File: config.mk
export PLATFORM = sky130hd
export DESIGN_NAME = pds_rx
export DESIGN_NICKNAME = d
export VERILOG_FILES = /design/src/rtl/pds_rx.sv
export SDC_FILE = /design/constraint.sdc
export NUM_CORES = 1
export LEC_CHECK = 0
export BUFFER_PORTS_ARGS = -buffer_cell sky130_fd_sc_hd__buf_2
export CELL_PAD_IN_SITES_DETAIL_PLACEMENT = 1
export CELL_PAD_IN_SITES_GLOBAL_PLACEMENT = 1
export CORE_MARGIN = 10
export CORE_UTILIZATION = 45
export DETAILED_ROUTE_END_ITERATION = 6
export GPL_ROUTABILITY_DRIVEN = 0
export GPL_TIMING_DRIVEN = 0
export PLACE_DENSITY = 0.78
export SETUP_SLACK_MARGIN = 0.02
export SLEW_MARGIN = 30
export SYNTH_ARGS = -nofsm -noshare
export SYNTH_HDL_FRONTEND = slang
export SYNTH_SLANG_ARGS = --single-unit
File: constraint.sdc
create_clock -name clk -period 8.1 [get_ports clk]
set_input_delay 1.62 -clock clk [delete_from_list [all_inputs] [get_ports clk]]
set_output_delay 1.62 -clock clk [all_outputs]
set_load 0.03 [all_outputs]
File: src/rtl/pds_rx.sv
// pds_rx: receive endpoint of the PDS packet interface.
// A frame is: header, length L, L payload bytes and, optionally, an XOR
// checksum of all preceding bytes. Good packets are buffered and replayed
// on the output stream with a destination mask. Bad packets are drained,
// flagged with a one-cycle error pulse and counted.
// Build option: define PDS_RX_CSUM_EN to carry and check the trailing
// checksum byte. Without it, in_eop sits on the last payload byte and
// err_csum is tied low.
module pds_rx #(
    parameter int NPORTS = 4,
    parameter int MAXLEN = 16
) (
    input  logic              clk,
    input  logic              rst,
    input  logic              in_valid,
    output logic              in_ready,
    input  logic              in_sop,
    input  logic              in_eop,
    input  logic [7:0]        in_data,
    output logic              out_valid,
    input  logic              out_ready,
    output logic              out_sop,
    output logic              out_eop,
    output logic [7:0]        out_data,
    output logic [NPORTS-1:0] out_mask,
    output logic              err_frame,
    output logic              err_len,
    output logic              err_csum,
    output logic [15:0]       pkt_cnt,
    output logic [15:0]       drop_cnt
);

    localparam int IW = (MAXLEN > 1) ? $clog2(MAXLEN) : 1;

`ifdef PDS_RX_CSUM_EN
    typedef enum logic [2:0] {ST_IDLE, ST_LEN, ST_PAY, ST_CSUM, ST_SEND, ST_DROP} state_e;
`else
    typedef enum logic [2:0] {ST_IDLE, ST_LEN, ST_PAY, ST_SEND, ST_DROP} state_e;
`endif

    state_e            state_q, state_d;
    logic [NPORTS-1:0] mask_q, mask_d;
    logic              dest_ok_q, dest_ok_d;
    logic [7:0]        len_q, len_d;
    logic [7:0]        cnt_q, cnt_d;      // payload write index, then replay index
    logic              err_frame_q, err_frame_d;
    logic              err_len_q, err_len_d;
    logic [15:0]       pkt_cnt_q, pkt_cnt_d;
    logic [15:0]       drop_cnt_q, drop_cnt_d;
`ifdef PDS_RX_CSUM_EN
    logic [7:0]        csum_q, csum_d;
    logic              err_csum_q, err_csum_d;
`endif

    logic [7:0]        mem_q [MAXLEN];
    logic              mem_we;

    logic              in_xfer;
    logic              last_pay;
    logic              len_ok;
    logic [NPORTS-1:0] hdr_mask;
    logic              hdr_ok;
    logic              abort;

    assign in_xfer  = in_valid && in_ready;
    assign last_pay = (cnt_q == len_q - 8'd1);
    assign len_ok   = (in_data != 8'd0) && (int'(in_data) <= MAXLEN);

    // Decode the destination of a header byte presented on in_data.
    always_comb begin
        hdr_mask = '0;
        hdr_ok   = 1'b0;
        if (in_data[7]) begin
            hdr_mask = in_data[NPORTS-1:0];
            hdr_ok   = |in_data[NPORTS-1:0];
        end else if (int'(in_data[2:0]) < NPORTS) begin
            hdr_mask = NPORTS'(1) << in_data[2:0];
            hdr_ok   = 1'b1;
        end
    end

    // Next-state logic: framing, length, checksum and replay control.
    always_comb begin
        // NOTE: every variable gets a default first so no path leaves it
        // unassigned, which would otherwise infer a latch.
        state_d     = state_q;
        mask_d      = mask_q;
        dest_ok_d   = dest_ok_q;
        len_d       = len_q;
        cnt_d       = cnt_q;
        err_frame_d = 1'b0;
        err_len_d   = 1'b0;
        pkt_cnt_d   = pkt_cnt_q;
        drop_cnt_d  = drop_cnt_q;
        mem_we      = 1'b0;
        abort       = 1'b0;
`ifdef PDS_RX_CSUM_EN
        csum_d      = csum_q;
        err_csum_d  = 1'b0;
`endif
        unique case (state_q)
            ST_IDLE: begin
                if (in_xfer) begin
                    if (in_sop) begin
                        mask_d    = hdr_mask;
                        dest_ok_d = hdr_ok;
`ifdef PDS_RX_CSUM_EN
                        csum_d    = in_data;
`endif
                        state_d   = ST_LEN;
                    end else begin
                        err_frame_d = 1'b1;
                    end
                end
            end
            ST_LEN: begin
                if (in_xfer) begin
                    len_d = in_data;
                    cnt_d = '0;
`ifdef PDS_RX_CSUM_EN
                    csum_d = csum_q ^ in_data;
`endif
                    if (in_sop) begin
                        err_frame_d = 1'b1;
                        abort       = 1'b1;
                    end else if (!len_ok || !dest_ok_q) begin
                        err_len_d = 1'b1;
                        abort     = 1'b1;
                    end else if (in_eop) begin
                        err_frame_d = 1'b1;
                        abort       = 1'b1;
                    end else begin
                        state_d = ST_PAY;
                    end
                end
            end
            ST_PAY: begin
                if (in_xfer) begin
                    mem_we = 1'b1;
                    cnt_d  = cnt_q + 8'd1;
`ifdef PDS_RX_CSUM_EN
                    csum_d = csum_q ^ in_data;
                    if (in_sop || in_eop) begin
                        err_frame_d = 1'b1;
                        abort       = 1'b1;
                    end else if (last_pay) begin
                        cnt_d   = '0;
                        state_d = ST_CSUM;
                    end
`else
                    if (in_sop || (in_eop != last_pay)) begin
                        err_frame_d = 1'b1;
                        abort       = 1'b1;
                    end else if (last_pay) begin
                        cnt_d   = '0;
                        state_d = ST_SEND;
                    end
`endif
                end
            end
`ifdef PDS_RX_CSUM_EN
            ST_CSUM: begin
                if (in_xfer) begin
                    if (in_sop || !in_eop) begin
                        err_frame_d = 1'b1;
                        abort       = 1'b1;
                    end else if (in_data != csum_q) begin
                        err_csum_d = 1'b1;
                        drop_cnt_d = drop_cnt_q + 16'd1;
                        state_d    = ST_IDLE;
                    end else begin
                        state_d = ST_SEND;
                    end
                end
            end
`endif
            ST_SEND: begin
                if (out_ready) begin
                    if (last_pay) begin
                        pkt_cnt_d = pkt_cnt_q + 16'd1;
                        state_d   = ST_IDLE;
                    end else begin
                        cnt_d = cnt_q + 8'd1;
                    end
                end
            end
            ST_DROP: begin
                if (in_xfer && in_eop) begin
                    drop_cnt_d = drop_cnt_q + 16'd1;
                    state_d    = ST_IDLE;
                end
            end
            default: state_d = ST_IDLE;
        endcase

        // A rejected byte either ends the packet or starts draining it.
        if (abort) begin
            if (in_eop) begin
                drop_cnt_d = drop_cnt_q + 16'd1;
                state_d    = ST_IDLE;
            end else begin
                state_d = ST_DROP;
            end
        end
    end

    // State and control registers; reset aborts any packet in flight.
    always_ff @(posedge clk or negedge rst) begin
        if (!rst) begin
            state_q     <= ST_IDLE;
            mask_q      <= '0;
            dest_ok_q   <= 1'b0;
            len_q       <= '0;
            cnt_q       <= '0;
            err_frame_q <= 1'b0;
            err_len_q   <= 1'b0;
            pkt_cnt_q   <= '0;
            drop_cnt_q  <= '0;
`ifdef PDS_RX_CSUM_EN
            csum_q      <= '0;
            err_csum_q  <= 1'b0;
`endif
        end else begin
            // NOTE: non-blocking assignments so every register samples the
            // pre-edge values, independent of statement order.
            state_q     <= state_d;
            mask_q      <= mask_d;
            dest_ok_q   <= dest_ok_d;
            len_q       <= len_d;
            cnt_q       <= cnt_d;
            err_frame_q <= err_frame_d;
            err_len_q   <= err_len_d;
            pkt_cnt_q   <= pkt_cnt_d;
            drop_cnt_q  <= drop_cnt_d;
`ifdef PDS_RX_CSUM_EN
            csum_q      <= csum_d;
            err_csum_q  <= err_csum_d;
`endif
        end
    end

    // Payload buffer write port.
    // NOTE: the buffer has no reset; it is only read in SEND, after every
    // replayed entry has been written, and out_data is gated outside SEND.
    always_ff @(posedge clk) begin
        if (mem_we) begin
            mem_q[cnt_q[IW-1:0]] <= in_data;
        end
    end

    assign in_ready  = (state_q != ST_SEND);
    assign out_valid = (state_q == ST_SEND);
    assign out_data  = out_valid ? mem_q[cnt_q[IW-1:0]] : 8'h00;
    assign out_sop   = out_valid && (cnt_q == 8'd0);
    assign out_eop   = out_valid && last_pay;
    assign out_mask  = out_valid ? mask_q : '0;
    assign err_frame = err_frame_q;
    assign err_len   = err_len_q;
    assign pkt_cnt   = pkt_cnt_q;
    assign drop_cnt  = drop_cnt_q;
`ifdef PDS_RX_CSUM_EN
    assign err_csum  = err_csum_q;
`else
    assign err_csum  = 1'b0;
`endif

endmodule

# Word level (Yosys, flattened, before mapping)
# Memories as Yosys holds them, arrays and structs flattened.
# Index checks and enable logic that the tools add are counted.
# classes
reduce_logical,19
n_mux,53
add_sub_neg,4
magnitude_cmp,2
n_eq_ne,23
n_shift,1
# op_table
operator,n
$mux W16,4
$mux W8,7
$mux W3,14
$add A16 B1 Y16 const B,2
$ne A3 B3 Y1 const B,10
$pmux W8 S3,1
$mux W1,21
$pmux W3 S5,1
$mux W4,3
$reduce_and A12 Y1,1
$add A8 B1 Y8 const B,1
$eq A8 B8 Y1,1
$le A8 B5 Y1 const B,1
$logic_not A8 Y1,1
$reduce_bool A8 Y1,1
$sub A8 B1 Y8 const B,1
$eq A3 B2 Y1 const B,2
$ne A2 B2 Y1 const B,3
$ne A3 B1 Y1 const B,2
$reduce_and A3 Y1,2
$logic_and A1 B1 Y1,5
$reduce_and A5 Y1,1
$reduce_or A4 Y1,1
$shl A1 B3 Y4 const A,1
13 further kinds,15
# totals
wordCells,112
output_inout_bits,51
inputBits,14
ramBits,128
memories,1
reg_bits,58
# memory_table
name,depth,width,read_ports,rd_ports_with_merged_regs,write_ports,line_no,source
mem_q,16,8,1,0,1,55,logic [7:0] mem_q [MAXLEN];

# Depth between registers and ports, before layout
# Gate-level depths: netlist of the first run.
# depth
ltp_word,10
mapped_depth,10
mapped_depth_nobuf,9

# Worst setup path after synthesis of the first run
# Ideal clock, no wire load.
# synth_timing
path_type,reg-to-output
startpoint,register cnt_q[0]
endpoint,output port out_data[0]
path_stages_with_launch,6
arrival_ps,2688
path_buffers,2
setup_slack_ps,3792
path_cell_list,dfrtp_1 buf_1 buf_1 mux4_2 mux4_2 and2_1
# synth_between
elab_chain_len,2
# synth_lines
item,line_no,source
"start, declared",45,"logic [7:0] cnt_q, cnt_d;"
"start signal, assigned",230,cnt_q <= cnt_d;
$mem_v2 Z16 W8,--,
$mux W8,253,assign out_data = out_valid ? mem_q[cnt_q[IW-1:0]] : 8'h00;
"end, declared",24,"output logic [7:0] out_data,"
# No other way between the ends.

# Worst setup path after layout of the first run
# layout_timing
startpoint,register cnt_q[0]
endpoint,output port out_data[2]
# The elaborated chain is that of the path after synthesis.

==> results of run 1 <==
==> cell usage in the layout (no fill, tap or decap), types with 2 or more instances in the layout <==
cell type and instances:
a21oi_1 12, a311oi_1 2, a31o_2 2, a31oi_1 2, and2_1 27, and3_1 8, buf_1 7, buf_2 60
buf_4 2, bufinv_16 2, clkbuf_1 18, clkbuf_16 17, dfrtp_1 58, edfxtp_1 128, ha_1 7, inv_1 10
inv_6 7, inv_8 2, mux2_1 2, mux4_2 40, nand2_1 50, nand2b_1 8, nand3_1 13, nand3b_1 4
nand4_1 11, nor2_1 28, nor2b_1 5, nor3_1 16, nor3b_1 5, nor4_1 7, nor4b_1 3, o211ai_1 3
o21a_1 3, o21ai_0 14, o21ai_1 5, or3_1 3, or4_4 2, xnor2_1 20, xor2_1 24
==> sequential cells by signal, indices dropped and copies added (netlist names), named ones only <==
| name | count |
|---|---|
| err_len | 1 |
| state_q | 3 |
| pkt_cnt | 16 |
| err_frame | 1 |
| mask_q | 4 |
| mem_q | 128 |
| dest_ok_q | 1 |
| cnt_q | 8 |
| len_q | 8 |
| drop_cnt | 15 |
==> logic make-up after synthesis <==
| logic type | share of synthesized area |
|---|---|
| AO/OA/AOI/OAI | 0.0493 |
| XOR/XNOR | 0.0462 |
| other | 0.000450 |
| buffers and inverters | 0.0177 |
| AND/OR/NAND/NOR | 0.127 |
| adder cells (fa/ha/maj) | 0.0105 |
| multiplexers | 0.113 |
| flip-flops | 0.635 |
==> per-layer routing <==
metal / wire [um] / share of wire / global-route usage
met5: 0 / 0 / 0
met2: 10400 / 0.51 / 0.287
met3: 993 / 0.049 / 0.0394
met1: 8640 / 0.42 / 0.222
met4: 368 / 0.018 / 0.0571
==> worst register-to-register path, stage by stage (launching register included) <==
cell and delay (ns):
dfrtp_1 0.45, or4_4 0.56, or4_1 0.53, o211ai_2 0.10, a31oi_2 0.11, or4_4 0.59
a221oi_4 0.38, nor2_1 0.09
==> worst paths after layout <==
kind	start	endpoint	slack, ns
worst max-delay path	cnt_q[0]	out_data[2]	2.78
worst max register to register	len_q[2]	cnt_q[2]	5.16
worst min register to register	pkt_cnt[15]	pkt_cnt[15]	0.46
worst min-delay path	pkt_cnt[15]	pkt_cnt[15]	0.46
max in group asynchronous	rst	cnt_q[1]	6.34
min in group asynchronous	rst	pkt_cnt[9]	1.24
==> final cells by class <==
type	instances	area [um2]	share of cell area
inverter	10	37.5	0.00394
clock inverter	15	178	0.0186
multi-input combinational	353	2890	0.303
clock buffer	17	425	0.0447
tap	229	287	0.0301
sequential	186	5300	0.556
buffer	28	111	0.0117
timing repair buffer	60	303	0.0318
==> report_power, final <==
| part | switching [mW] | leakage, nW | internal (mW) |
|---|---|---|---|
| sequential | 0.0532 | 1.92 | 1.07 |
| clock | 0.384 | 0.298 | 0.467 |
| combinational | 0.234 | 1.37 | 0.130 |
==> summary.md, run 1 <==
| Metric | Value |
|---|---|
| Required time of the critical path | 6.48 ns |
| Startpoint types | flip-flop |
| Clock Sinks | 186 |
| Total grt overflow | 0 |
| Drt drc | 0 |
| WP data arrival | 3.70 ns |
| Initial antenna violation count | 0 |
| Synth top cells by count | edfxtp_1 (128), dfrtp_1 (58), nand2_1 (50), mux4_2 (40), nor2_1 (28) |
| Worst slew pin tran | 0.877 ns |
| Slew margin rel. | 0.415 |
| Total Neg Setup Slack | 0 ns |
| Share of layout cells above drive strength 1 | 0.215 |
| Min-Delay Path Class | reg2reg |
| Register area share after synthesis | 0.635 |
| Die height | 156 um |
| Initial DRC count | 357 |
| Share of the synthesized area in the top cell type | 0.461 |
| Main synth FF type | edfxtp_1 |
| Cts bufs inserted | 17 |
| CP Cell Sequence | buf_1 -> buf_1 -> mux4_2 -> mux4_2 -> and2_1 -> buf_2 |
| CTS tree | yes |
| Kind of critical path | reg2out |
| Buffer and inverter count on the worst path | 3 |
| Worst-path clk slew | 0.07 ns |
| Status | completed |
| H-tree lvl count | 4 |
| Final nets | 677 |
| Core ar. | 18100 um2 |
| Largest net degree at the start of global routing | 59 |
| Row count | 49 |
| Critical-path maximum fanout | 10 |
| I/O pin cnt | 65 |
| Max cap viols | 0 |
| Most common cell in the synthesized netlist | edfxtp_1 |
| Area Overhead vs Synth | 14.3% |
| Drt pass-1 iters | 5 |
| Top achievable clock speed | 188 MHz |
| Port Buffers | 60 |
| Delay-heaviest family, CP | buffers and inverters |
| Post-place setup slack | 3.05 ns |
| Ys async rst share | 0.312 |
| Hold_buf cts | 0 |
| Clock Latency Late Sink | 0.43 ns |
| Leak pwr | 3.59 nW |
| Mapped cell area | 8330 um2 |
| RSZ-0062 raised after global routing | no |
| Synth area leaders | edfxtp_1 (46%), dfrtp_1 (17%), mux4_2 (11%), xor2_1 (2.5%), nand2_1 (2.3%) |
| Power per Cell Area | 245 nW/um2 |
| Final WS setup | 2.78 ns |
| ANT nets after route | 0 |
| Hold Fails Final Rpt | 0 |
| DPL Wire Length | 14300 um |
| Finished Cell Area | 9530 um2 |
| Placed Cells | 866 |
| Crit path capture type | output port |
| Yosys warns | 0 |
| Placed Instance Area | 8920 um2 |
| Fin Clk Skew | 0.00754 ns |
| Period utilization | 0.656 |
| Total power | 2.33 mW |
| GR Util All Layers | 0.174 |
| Fin. max-slew vios | 0 |
| FF+latch count, synth | 186 |
| Diodes inserted | 0 |
| Die Footprint | 24400 um2 |
| CP max stage cell | buf_1 |
| Synth cell types | 62 |
| Initial Util | 0.461 |
| Post-route insts no fill | 898 |
| Total Routed Length | 20400 um |
| Minimum clock period | 5.32 ns |
| Area leader, netlist | edfxtp_1 |
| Core Util, Final | 0.527 |
| Net count after synthesis | 598 |
| Number of synthesized flops with an enable pin | 128 |
| FILL cells | 1798 |
| DR vias/cell | 5.75 |
| CP peak stage delay | 0.73 ns |
| CTS resizes | 0 |
| Root Buffer Master | clkbuf_16 |
| Hold depth | 1 |
| Setup repair bufs after CTS | 0 |
| Reg2reg path depth | 7 |
| Global-route wire length before repair | 32500 um |
| Clock Tree Buf Depth | 2 |
| Stages on worst setup path | 6 |
| Min Hold Slack | 0.462 ns |
| Cells after synthesis | 577 |
| Via count | 5163 |
| Vias in the first global route | 5580 |
| Peak VDD IR | 0.150 mV |
| Syn Area/Cell | 14.4 um2 |
| Final setup viols | 0 |
| Die width | 156 um |
| Drt wl/cell | 22.7 um |
No activity file was read; power rests on OpenSTA's default activity.
==> inputs of run 2 (changes only) <==
ABC_AREA = 1   (was default)
PLACE_DENSITY = 0.82   (was 0.78)
clock period = 5.55 ns   (was 8.1 ns; I/O delays follow)
==> run 2 against run 1 <==
Cell count rose by 54%. Setup slack got worse by 1.4 ns. Clock skew grew 0.0041 ns. Non-clock buffer count grew 18. Combinational power increased to 4.9 times the previous value. Hold slack better by 0.072 ns. Critical path type unchanged. Clock-buffer cell count did not move. Critical path depth rose by 2. Die area rose by 11%. Cell area is 12% higher. Largest cell class unchanged. Sequential cell count unchanged. Synthesized cell count is 76% higher.
==> summary.md, run 2 <==
| Metric | Value |
|---|---|
| Finished Cell Area | 10700 um2 |
| CTS resizes | 0 |
| Delay-heaviest family, CP | buffers and inverters |
| DR vias/cell | 5.58 |
| Hold Path End | pkt_cnt[15] |
| Commonest cells after routing, fill and taps aside | nand2_1 (210), nor2_1 (136), edfxtp_1 (128) |
| Top achievable clock speed | 239 MHz |
| Clock Tree Buf Depth | 2 |
| Cts bufs inserted | 17 |
| Most common cell after layout, fill and taps aside | nand2_1 |
| Minimum clock period | 4.19 ns |
| HP Start | pkt_cnt[15] |
| Worst-path clk slew | 0.07 ns |
| Share of the synthesized area in the top cell type | 0.408 |
| Port Buffers | 63 |
| Reg area | 5300 um2 |
| Crit path capture type | output port |
| Placed Cells | 1350 |
| Mapped cell area | 9410 um2 |
| Worst slew pin tran | 0.840 ns |
| Diodes inserted | 0 |
| Drt pass-1 iters | 5 |
| Power per Cell Area | 440 nW/um2 |
| Max reg flops | 128 |
| Required time of the critical path | 4.44 ns |
| Area Overhead vs Synth | 13.2% |
| CP peak stage delay | 0.51 ns |
| Min-Delay Path Class | reg2reg |
| Register area share after synthesis | 0.563 |
| CTS tree | yes |
| Hold Fails Final Rpt | 0 |
| Critical Path Start | cnt_q[0] |
| H-tree lvl count | 4 |
| Kind of critical path | reg2out |
| Post-route insts no fill | 1381 |
| Die height | 165 um |
| Peak VDD IR | 0.257 mV |
| GR Util All Layers | 0.209 |
| Syn Area/Cell | 9.26 um2 |
| Total Routed Length | 27800 um |
| Placed Instance Area | 10100 um2 |
| ANT nets after route | 0 |
| Largest net degree at the start of global routing | 32 |
| Vias in the first global route | 8007 |
| RSZ-0062 raised after global routing | no |
| Critical-path maximum fanout | 10 |
| Row count | 52 |
| Final WS setup | 1.36 ns |
| Hold_buf cts | 0 |
| FILL cells | 2366 |
| Leak pwr | 4.20 nW |
| Slew margin rel. | 0.438 |
| Drt drc | 0 |
| Buffer and inverter count on the worst path | 4 |
| Clock Sinks | 186 |
| Synth top cells by count | nand2_1 (210), nor2_1 (136), edfxtp_1 (128), o21ai_0 (113), inv_1 (72) |
| Core ar. | 20400 um2 |
| Multi-input logic area | 3590 um2 |
| Clock Latency Late Sink | 0.45 ns |
| Fin Clk Skew | 0.0117 ns |
| Initial DRC count | 512 |
| Status | completed |
| Startpoint types | flip-flop |
| Worst r2r dst | mem_q[4][4] |
| CP Cell Sequence | inv_2 -> clkbuf_1 -> clkbuf_1 -> o21ai_0 -> o22ai_1 -> nand3_1 -> a41oi_1 -> buf_2 |
| Setup repair bufs after CTS | 0 |
| Reg2reg path depth | 6 |
| Total grt overflow | 0 |
| Die Footprint | 27100 um2 |
| CP max stage cell | clkbuf_1 |
| Total power | 4.69 mW |
| Number of synthesized flops with an enable pin | 128 |
| Cells after synthesis | 1016 |
| DPL Wire Length | 19800 um |
| Final setup viols | 0 |
| Worst R2R Setup Slack | 2.54 ns |
| Net count after synthesis | 1037 |
| Total Neg Setup Slack | 0 ns |
| Share of layout cells above drive strength 1 | 0.159 |
| Via count | 7704 |
| Initial antenna violation count | 0 |
| Hold depth | 2 |
| Global-route wire length before repair | 44100 um |
| Ys async rst share | 0.312 |
| Drt wl/cell | 20.1 um |
| Root Buffer Master | clkbuf_16 |
| Main synth FF type | edfxtp_1 |
| Most common cell in the synthesized netlist | nand2_1 |
| CP most frequent cell | clkbuf_1 |
| Post-place setup slack | 1.90 ns |
| Die width | 165 um |
| I/O pin cnt | 65 |
| Synth cell types | 43 |
| Yosys warns | 0 |
| Max cap viols | 0 |
| Area leader, netlist | edfxtp_1 |
| Synth area leaders | edfxtp_1 (41%), dfrtp_1 (15%), nand2_1 (8.4%), o21ai_0 (6.0%), nor2_1 (5.4%) |
| Final nets | 1120 |
| Fin. max-slew vios | 0 |
| Initial Util | 0.461 |
| FF+latch count, synth | 186 |
| WP data arrival | 3.08 ns |
| Period utilization | 0.754 |
| Reg2reg start | cnt_q[0] |
## run 2: cell types whose count changed after synthesis, sizes merged, moves of 7 or more
cell    delta
nand3     +46
a41oi      +8
mux4      -40
o22ai     +31
nor2     +120
and3       -7
o21ai    +120
nand2    +173
inv       +77
clkbuf    +16
nand2b     -8
and2      -27
xnor2      -7
## run 2: layer usage
| metal | vias to the layer above | global-route usage | part of all wire |
|---|---|---|---|
| li1 | 3600 | - | - |
| met3 | 39 | 0.0371 | 0.051 |
| met4 | 0 | 0.0572 | 0.018 |
| met5 | - | 0 | 0 |
| met1 | 3856 | 0.276 | 0.43 |
| met2 | 209 | 0.346 | 0.50 |
## run 2: metrics by stage
stage	utilization	hold slack, ns
after floorplan	-	0.472
after global placement	0.493	0.516
after detailed placement	0.494	0.523
after CTS	0.521	0.540
after global routing	0.521	0.580
final	0.521	0.533
## run 2: area by class of cell
cell class | instances | share of cell area
timing repair buffer | 64 | 0.0317
clock inverter | 14 | 0.0130
clock buffer | 17 | 0.0399
inverter | 89 | 0.0314
sequential | 186 | 0.497
tap | 270 | 0.0317
multi-input combinational | 699 | 0.337
buffer | 42 | 0.0183
## run 2: kinds of logic (layout without fill, tap and decap cells)
logic type	count (synthesis)	after routing	synth area share
compound gates	191	191	0.119
xor+xnor	35	35	0.0326
fa+ha+maj	7	7	0.00930
buf+inv	131	226	0.0562
flops	186	186	0.563
mux	4	4	0.00425
other cells	1	1	0.000398
simple gates	461	461	0.216
## run 2: worst max path at each step
stage                  end  slack (ns)  depth (start not counted)
2_1_floorplan      out_sop        2.25                          4
3_3_place_gp   out_data[5]        1.95                          8
3_5_place_dp   out_data[2]        1.90                          8
4_1_cts        out_data[2]        1.42                          8
5_1_grt        out_data[5]        1.22                          8
6_report       out_data[2]        1.36                          8
## run 2: worst reg2reg max path, cell delays in order, from the launching register on
cell and delay (ns):
dfrtp_1 0.45, inv_2 0.14, clkbuf_1 0.38, clkbuf_1 0.49
ha_1 0.28, nand2_1 0.18, nor2_1 0.71
## run 2: where the power goes
part	switching (mW)	internal (mW)	total (mW)
sequential	0.117	1.60	1.72
clock	0.594	0.599	1.19
combinational	1.28	0.502	1.78
total	1.99	2.70	4.69
==> inputs of run 3 (changes only) <==
CORE_UTILIZATION = 43   (was 45)
clock period = 3.6 ns   (was 5.55 ns; I/O delays follow)
==> run 3 against run 2 <==
Via count shrank 0.99%. First-iteration DRC count decreased by 10%. Critical endpoint unchanged. Largest cell class unchanged. Non-clock buffer count is 1 lower. Setup slack got worse by 1.2 ns. Total power rose by 54%. Clock power increased by 57%. Clock skew grew 0.0045 ns. Hold slack got worse by 0.35 ns. Register-to-register slack worse by 1.7 ns. Clock-buffer cell count is 1 higher. Cell count rose by 0.80%.
==> summary.md, run 3 (synthesis results as in run 2) <==
| Metric | Value |
|---|---|
| Status | completed |
| Worst r2r dst | mem_q[2][4] |
| Max reg flops | 128 |
| Total grt overflow | 0 |
| Via count | 7628 |
| DPL Wire Length | 19300 um |
| Placed Instance Area | 10100 um2 |
| RSZ-0062 raised after global routing | yes |
| Post-route insts no fill | 1392 |
| Min-Delay Path Class | in2async |
| WP data arrival | 2.76 ns |
| Worst R2R Setup Slack | 0.85 ns |
| Leak pwr | 4.22 nW |
| Initial Util | 0.434 |
| GR Util All Layers | 0.194 |
| Final nets | 1119 |
| Placed Cells | 1360 |
| Reg2reg start | state_q[2] |
| Power per Cell Area | 677 nW/um2 |
| Core Util, Final | 0.493 |
| Drt drc | 0 |
| CP peak stage delay | 0.52 ns |
| I/O pin cnt | 65 |
| CTS tree | yes |
| Area Overhead vs Synth | 13.5% |
| Die width | 168 um |
| CP Cell Sequence | inv_1 -> clkbuf_1 -> o21ai_0 -> o22ai_1 -> nand3_1 -> a41oi_1 -> buf_2 |
| Delay-heaviest family, CP | buffers and inverters |
| Kind of critical path | reg2out |
| Fin Clk Skew | 0.0162 ns |
| Total Neg Setup Slack | 0 ns |
| ANT nets after route | 0 |
| Slew margin rel. | 0.426 |
| Drt wl/cell | 19.9 um |
| Cts bufs inserted | 17 |
| Commonest cells after routing, fill and taps aside | nand2_1 (210), nor2_1 (136), edfxtp_1 (128) |
| Total Routed Length | 27700 um |
| Critical-path maximum fanout | 10 |
| Required time of the critical path | 2.88 ns |
| Minimum clock period | 3.48 ns |
| Die Footprint | 28200 um2 |
| DR vias/cell | 5.48 |
| Port Buffers | 63 |
| Hold_buf cts | 0 |
| Top achievable clock speed | 287 MHz |
| Vias in the first global route | 8053 |
| Hold Fails Final Rpt | 0 |
| Most common cell after layout, fill and taps aside | nand2_1 |
| Clock Latency Late Sink | 0.45 ns |
| Row count | 54 |
| Die height | 168 um |
| Min Hold Slack | 0.180 ns |
| Max cap viols | 0 |
| Setup repair bufs after CTS | 0 |
| H-tree lvl count | 4 |
| Root Buffer Master | clkbuf_16 |
| Share of layout cells above drive strength 1 | 0.164 |
| Reg2reg path depth | 7 |
| Worst slew pin tran | 0.858 ns |
| Largest net degree at the start of global routing | 35 |
| Drt pass-1 iters | 4 |
| Global-route wire length before repair | 43900 um |
| Period utilization | 0.966 |
| CP max stage cell | dfrtp_1 |
| Core ar. | 21700 um2 |
| Final setup viols | 0 |
| Worst-path clk slew | 0.08 ns |
| Finished Cell Area | 10700 um2 |
| Peak VDD IR | 0.368 mV |
| Clock Tree Buf Depth | 2 |
| Startpoint types | flip-flop |
| Buffer and inverter count on the worst path | 3 |
| Initial DRC count | 461 |
| Fin. max-slew vios | 0 |
| Clock Sinks | 186 |
| Initial antenna violation count | 1 |
| Crit path capture type | output port |
==> run 3: cell types whose count changed in the layout (fill, tap and decap cells not counted) <==
cell	change
diode_2	+1
clkbuf_2	+6
clkinv_2	-1
inv_8	-2
clkinv_1	+1
clkbuf_1	-6
clkinv_4	-2
clkinv_8	+2
inv_6	+2
==> run 3: worst max-delay path by stage <==
stage | endpoint | startpoint | slack (ns) | cells after the start
2_1_floorplan | out_sop | state_q[2] | 0.69 | 4
3_3_place_gp | out_data[1] | cnt_q[0] | 0.43 | 8
3_5_place_dp | out_data[2] | cnt_q[0] | 0.35 | 8
4_1_cts | out_data[2] | cnt_q[0] | 0.04 | 8
5_1_grt | out_data[7] | cnt_q[1] | -0.03 | 7
6_report | out_data[2] | cnt_q[1] | 0.12 | 7
==> run 3: through the flow <==
stage | setup WS, ns | total power [mW]
floorplan | 0.688 | 4.51
global placement | 0.428 | 5.26
detailed placement | 0.355 | 5.37
CTS | 0.0371 | 7.27
global route | -0.0339 | 7.67
finish | 0.121 | 7.24
==> run 3: layout make-up <==
cell class	count	area [um2]
timing repair buffer	64	338
tap	280	350
fill	2531	11000
buffer	41	199
multi-input combinational	699	3590
clock inverter	14	148
inverter	89	334
clock buffer	18	429
sequential	186	5300
antenna	1	2.50
==> run 3: report_power, final <==
group / total (mW) / switching (mW) / internal [mW]
Combinational: 2.71 / 1.93 / 0.778
Clock: 1.87 / 0.940 / 0.932
Sequential: 2.65 / 0.184 / 2.47
==> run 3: layer usage <==
metal | up-vias | track usage | share of wire
li1 | 3605 | - | -
met2 | 189 | 0.337 | 0.50
met1 | 3788 | 0.237 | 0.43
met4 | 2 | 0.0575 | 0.020
met3 | 44 | 0.0407 | 0.050
met5 | - | 0 | 0.00025
==> run 3: repair_timing <==
item,in CTS,in global routing
pin swaps,0,0
resized for setup,4,4
endpoints found under the setup margin,8,8
